File: src/rtl/down_counter_sched.sv
`default_nettype none
// ---------------------------------------------------------------------------
// down_counter_sched : round-robin sharing of one W-bit down counter among
//                      NREQ requesters, with a one-cycle done pulse per run.
// Revision 1.0
// ---------------------------------------------------------------------------
module down_counter_sched #(
  parameter int NREQ = 4,
  parameter int W    = 4
) (
  input  logic              clk,
  input  logic              rst,
  input  logic [NREQ-1:0]   req,
  input  logic [NREQ*W-1:0] load_val,
  output logic [NREQ-1:0]   grant,
  output logic [NREQ-1:0]   done,
  output logic [W-1:0]      count,
  output logic              busy
);

  localparam int PW = (NREQ > 1) ? $clog2(NREQ) : 1;

  localparam logic [1:0] ST_IDLE = 2'd0;
  localparam logic [1:0] ST_RUN  = 2'd1;
  localparam logic [1:0] ST_DONE = 2'd2;

  localparam logic [NREQ-1:0] ONE_HOT0 = NREQ'(1);

  logic [1:0]    state;
  logic [PW-1:0] ptr;
  logic [PW-1:0] gidx;
  logic [PW-1:0] gidx_next;
  logic [PW-1:0] win;
  logic          win_valid;
  logic [W-1:0]  win_load;

  // Scan from the highest offset down so the lowest offset from ptr wins.
  always_comb begin
    int idx;
    idx       = 0;
    win       = ptr;
    win_valid = 1'b0;
    for (int k = NREQ - 1; k >= 0; k--) begin
      idx = int'(ptr) + k;
      if (idx >= NREQ) idx = idx - NREQ;
      if (req[idx]) begin
        win       = PW'(idx);
        win_valid = 1'b1;
      end
    end
  end

  assign win_load  = load_val[int'(win)*W +: W];
  assign gidx_next = (gidx == PW'(NREQ - 1)) ? '0 : gidx + PW'(1);
  assign busy      = (state != ST_IDLE);

  always_ff @(posedge clk or posedge rst) begin
    if (rst) begin
      state <= ST_IDLE;
      grant <= '0;
      done  <= '0;
      count <= '1;
      ptr   <= '0;
      gidx  <= '0;
    end else begin
      case (state)
        ST_IDLE: begin
          done <= '0;
          if (win_valid) begin
            grant <= ONE_HOT0 << win;
            gidx  <= win;
            count <= win_load;
            state <= ST_RUN;
          end
        end
        ST_RUN: begin
          // Abort takes priority over completion; count is left frozen.
          if (!req[gidx]) begin
            grant <= '0;
            ptr   <= gidx_next;
            state <= ST_IDLE;
          end else if (count == '0) begin
            done  <= grant;
            grant <= '0;
            ptr   <= gidx_next;
            state <= ST_DONE;
          end else begin
            count <= count - W'(1);
          end
        end
        ST_DONE: begin
          done  <= '0;
          state <= ST_IDLE;
        end
        default: begin
          grant <= '0;
          done  <= '0;
          state <= ST_IDLE;
        end
      endcase
    end
  end

endmodule
`default_nettype wire

File: config.mk
export PLATFORM = sky130hd
export DESIGN_NAME = down_counter_sched
export DESIGN_NICKNAME = d
export VERILOG_FILES = /design/src/rtl/down_counter_sched.sv
export SDC_FILE = /design/constraint.sdc
export NUM_CORES = 1
export LEC_CHECK = 0
export ABC_AREA = 1
export CAP_MARGIN = 20
export CORE_MARGIN = 4
export CORE_UTILIZATION = 30
export DETAILED_ROUTE_END_ITERATION = 10
export GPL_TIMING_DRIVEN = 1
export PLACE_DENSITY = 0.61
export SYNTH_ARGS = -nofsm -noshare
export SYNTH_HDL_FRONTEND = slang
export SYNTH_SLANG_ARGS = --single-unit
File: constraint.sdc
create_clock -name clk -period 1.74 [get_ports clk]
set_input_delay 0.435 -clock clk [delete_from_list [all_inputs] [get_ports clk]]
set_output_delay 0.435 -clock clk [all_outputs]
set_load 0.02 [all_outputs]
## Word level (Yosys, flattened, before mapping)

Cells that the tools add are included.

- $add $sub $neg: 9
- Magnitude comparators: 9
- Equal/unequal tests: 9
- Shifts and indexed selects: 2
- Muxes and demuxes: 44
- Bitwise logic cells: 1
- Reduce and logical (&&, ||, !) cells: 10

Operator list:

| cell | number |
|---|---|
| $lt A32 B4 Y1 const B | 4 |
| $mux W32 | 4 |
| $mux W4 | 9 |
| $mux W2 | 10 |
| $shiftx A16 B5 Y4 | 1 |
| $mux W1 | 13 |
| $pmux W4 S3 | 1 |
| $sub A3 B3 Y4 const B | 3 |
| $bmux W1 S2 | 5 |
| $ge A3 B3 Y1 const B | 3 |
| $ne A2 B2 Y1 const B | 4 |
| $pmux W4 S2 | 1 |
| $reduce_and A2 Y1 | 4 |
| $add A2 B2 Y3 const B | 2 |
| $eq A2 B2 Y1 const B | 2 |
| $logic_not A4 Y1 | 1 |
| $pmux W2 S2 | 1 |
| $reduce_and A4 Y1 | 1 |
| $reduce_bool A2 Y1 | 2 |
| $shl A1 B2 Y4 const A | 1 |
| $sub A2 B3 Y4 const B | 1 |
| $sub A4 B1 Y4 const B | 1 |
| $add A2 B1 Y3 const B | 1 |
| $ge A2 B3 Y1 const B | 1 |
| other kinds (8) | 8 |

- Register bits: 18
- Bits of input ports: 22
- Output and inout port bits: 13
- Logic and storage cells: 90

## Depth between registers and ports, before layout

- Depth in word-level cells: 13
- Depth in mapped cells: 17
- Gate-level depth less buffers: 16

## Least setup slack after synthesis

OpenSTA, ideal clock, no wires.

- Path type: register -> register
- From: reg count[0]
- To: reg count[3]
- Library setup time: 0.068 ns
- Arrival time: 1.647 ns
- Data required time: 1.672 ns
- Slack: 0.025 ns
- Cell stages (with the launch flop): 14
- Buffers on the path: 0
- Period minus slack after synthesis: 1.715 ns
- Cells stage by stage: dfstp_2 > inv_1 > ha_1 > nand2_1 > nor2_1 > inv_1 > nand2_1 > nand2_1 > nor2_4 > inv_4 > nand2_4 > inv_4 > nor2_1 > a21oi_2

- Longest elaborated chain between the ends: 4
- Elaborated cells between the ends (all ways): 7
- Classes of those cells: add/sub (1); eq/ne (1); mux (3); reduce/logical (2)

Ends and longest elaborated chain:

| what | RTL line | text |
|---|---|---|
| start: declaration | 17 | `output logic [W-1:0] count,` |
| start signal: assignment | 72 | `count <= win_load;` |
| start signal: assignment | 88 | `count <= count - W'(1);` |
| $sub A4 B1 Y4 | 88 |  |
| $mux W4 | 82 | `end else if (count == '0) begin` |
| $mux W4 | 78 | `if (!req[gidx]) begin` |
| $pmux W4 S2 | 66 | `case (state)` |

Parallel ways exist; a longest one is shown, timed or not. The select of a mux whose other input is x is not followed.
A chain may end at the register's enable or synchronous reset.

## Worst setup path in the final report

- From: reg ptr[0]
- To: reg grant[0]

- Longest elaborated chain between the ends: 13
- Elaborated cells between the ends (all ways): 40
- Classes of those cells: add/sub (7); order compare (4); eq/ne (1); shift (1); mux (26); reduce/logical (1)

Ends and longest elaborated chain:

| what | RTL line | text |
|---|---|---|
| start: declaration | 30 | `logic [PW-1:0] ptr;` |
| start signal: assignment | 80 | `ptr <= gidx_next;` |
| start signal: assignment | 85 | `ptr <= gidx_next;` |
| $add A2 B2 Y3 | 44 | `idx = int'(ptr) + k;` |
| $sub A3 B3 Y4 / $ge A3 B3 Y1 (equally long branches) | 45 | `if (idx >= NREQ) idx = idx - NREQ;` |
| $mux W32 | 45 |  |
| $bmux W1 S2 | 46 | `if (req[idx]) begin` |
| $mux W1 (not written as such) (2 in series) | 46 |  |
| $mux W2 (4 in series) | 46 |  |
| $shl A1 B2 Y4 | 70 | `grant <= ONE_HOT0 << win;` |
| $mux W4 | 69 | `if (win_valid) begin` |
| $pmux W4 S3 | 66 |  |
| end signal: assignment | 70 |  |
| end: declaration | 15 | `output logic [NREQ-1:0] grant,` |

Parallel ways exist; a longest one is shown, timed or not. The select of a mux whose other input is x is not followed.

==> results.md <==
- Status: finished, violations left
- Failing checks: setup timing
- Area leader, netlist: dfrtp_1
- Post-Route Utilization: 0.515
- Max-cap violations: 0
- Antenna fix cells: 0
- Synth top area share: 0.256
- Final worst slack: -0.126 ns
- Die height: 75.5 um
- P_leak: 1.07 nW
- Clk slew on worst S/H paths: 0.07 ns
- I/O Pins: 35
- Post-Synth Simple-Gate Area: 0.434
- Vias in the first global route: 1338
- Wire per inst: 12.9 um
- Min Tclk post-route: 1.87 ns
- Design Power: 5.25 mW
- Worst clock skew: 0.00138 ns
- Post-synthesis cell count: 185
- Worst path required time: 1.90 ns
- Actual slew at the worst max-slew pin: 0.230 ns
- Area Growth Syn to Fin: 64.9%
- Starting Density: 0.312
- Total congestion overflow: 0
- Post-route setup TNS: -0.495 ns
- CORE AREA: 4380 um2
- Die width: 75.5 um
- Max-slew violation count: 0
- DR iter-0 viols: 43
- Top post-synthesis cells by count: 48 x nand2_1, 22 x nand3_1, 20 x inv_1
- EDFF count, synth: 0
- Pin count of the biggest net entering global routing: 19
- DRC: 0
- First-pass GRT wire length: 6.11 mm
- Clk_lat worst skew: 0.26 ns
- Syn nets: 210
- Largest family of logic cells by synthesized area: simple AND/OR/NAND/NOR gates
- Top-count cell post-synth: nand2_1
- Top_reg_cell synth: dfrtp_1
- Seq/Total Area, Yosys: 0.333
- Syn_area_per_cell: 7.40 um2
- First-pass iteration count of the detailed router: 4
- Worst VDD drop: 0.894 mV
- Max Clk Rate: 0.536 GHz
- Mux cell area share after synthesis: 0
- Critical path type: flip-flop to flip-flop
- Final hold slack: 0.488 ns
- Die area: 5710 um2
- CP max FO: 8
- Number of synthesized register bits: 18
- CTS tree: built
- Row count: 24
- Final Hold Fails: 0
- Asr flop ratio synth: 1.00
- WL final: 3.90 mm
- Root Driver: clkbuf_8
- Gr usage total: 0.140
- Min-Delay Path Class: primary input to async pin
- Synth Area in Adders: 0.0274
- Final instance area: 2260 um2
- Top post-synthesis cells by area: dfrtp_1 26%, nand2_1 13%, nand3_1 8.0%
- H-tree depth: 1
- Dpl hpwl: 2.75 mm
- DR vias: 1401
- Post-place instance area: 1930 um2
- Unrepaired setup endpoints after global routing: yes
- CP endpoint kind: flip-flop
- Final setup viols: 6
- Mapped Area: 1370 um2
- Synth unique cells: 26
- Initial antenna violation count: 0
- Pwr/cell area: 2320 nW/um2
- Clock sinks: 18
- Synth Warn #: 0
- Final Cycle Share: 1.07
- Layout Nets: 276
- WP data arrival: 2.03 ns
- Detail Route Antenna Nets: 0
- Layout cells sized above 1: 0.380
- TritonCTS Buffers: 3
- Synth Area in XOR/XNOR: 0.00640
- GP Congestion: 0.849
- Port Buffers: 34
- Max_slew headroom: 0.846
- Fillers: 412
- Clk buf depth: 2
- Compound-Gate Fraction of Synth Area: 0.105
- CTS Hold Bufs: 0
- Vias per inst: 4.64
- Critical Path Start Type: flip-flop
==> cell families after synthesis <==
logic type,count (synthesis)
AOI/OAI and AO/OA,25
xor gates and xnor gates,1
adders and majority gates,3
buffers and inverters,29
DFF,18
and+or+nand+nor,109
==> routing by layer <==
metal | vias to the layer above | routed length [um] | track usage
met3 | 6 | 134 | 0.0172
met2 | 29 | 1910 | 0.218
li1 | 729 | - | -
met5 | - | 0 | 0
met1 | 637 | 1770 | 0.194
met4 | 0 | 82 | 0.0641
==> per-stage QoR <==
step	worst slack, ns	cells
6_report	-0.126	302
5_1_grt	-0.236	302
4_1_cts	-0.110	299
3_5_place_dp	-0.482	291
3_3_place_gp	-0.463	291
2_1_floorplan	0.0254	185
==> layout make-up <==
type / instances / area (um2) / area share
multi-input cells: 140 / 995 / 0.441
repair buffers: 60 / 553 / 0.245
inverters: 28 / 133 / 0.0588
well taps: 52 / 65.1 / 0.0288
flip-flops and latches: 18 / 457 / 0.202
clock buffers: 4 / 55.1 / 0.0244
==> placed cells by master (no fill, tap or decap), drive strengths merged <==
| master | netlist | final |
|---|---|---|
| a21oi | 6 | 6 |
| buf | 1 | 26 |
| clkbuf | 0 | 4 |
| clkdlybuf4s50 | 0 | 25 |
| clkinv | 0 | 1 |
| dfrtp | 14 | 14 |
| dfstp | 4 | 4 |
| dlygate4sd2 | 0 | 9 |
| ha | 3 | 3 |
| inv | 28 | 27 |
| nand2 | 66 | 68 |
| nand3 | 26 | 26 |
| nand4 | 3 | 3 |
| nor2 | 13 | 13 |
| nor3 | 1 | 1 |
| o21ai | 15 | 15 |
| o22ai | 1 | 1 |
| o31ai | 1 | 1 |
| o32ai | 2 | 2 |
| xor2 | 1 | 1 |
==> final timing paths <==
kind / startpoint / end / slack (ns) / cells past startpoint
max: ptr[0]$_DFFE_PP0P_ / grant[0]$_DFFE_PP0P_ / -0.13 / 13
min: rst / grant[2]$_DFFE_PP0P_ / 0.49 / 3
max reg2reg: ptr[0]$_DFFE_PP0P_ / grant[0]$_DFFE_PP0P_ / -0.13 / 13
min reg2reg: count[0]$_DFFE_PP1P_ / count[0]$_DFFE_PP1P_ / 0.50 / 2
max in group asynchronous: rst / count[0]$_DFFE_PP1P_ / 1.00 / 3
min in group clk: count[0]$_DFFE_PP1P_ / count[0]$_DFFE_PP1P_ / 0.50 / 2
==> where the power goes <==
group,switching [mW],internal (mW)
clock,0.150,0.201
combinational,2.40,1.72
sequential,0.157,0.617
total,2.71,2.54
==> sequential cells by signal (all words and copies together) (netlist names) <==
name	cells
grant	4
ptr	2
done	4
count	4
gidx	2
state	2
==> critical path, cell delays in order, from the launching register on <==
cell and delay (ns):
dfrtp_1 0.41, buf_12 0.16, clkinv_8 0.07, nand2_4 0.05, nand2_4 0.09, nand2_4 0.05
nand2_2 0.08, inv_2 0.06, nand2_4 0.10, nand3_4 0.10, nand2_4 0.11, nand2_8 0.08
buf_12 0.13, o32ai_2 0.26
==> repair_timing <==
item	in CTS	in global routing
setup buffers	2	3
endpoints found under the hold margin	0	0
pin swaps	19	11
gates resized for setup	24	33
endpoints found under the setup margin	14	9
gates cloned	2	0
Power figures use the tool's default switching activity.
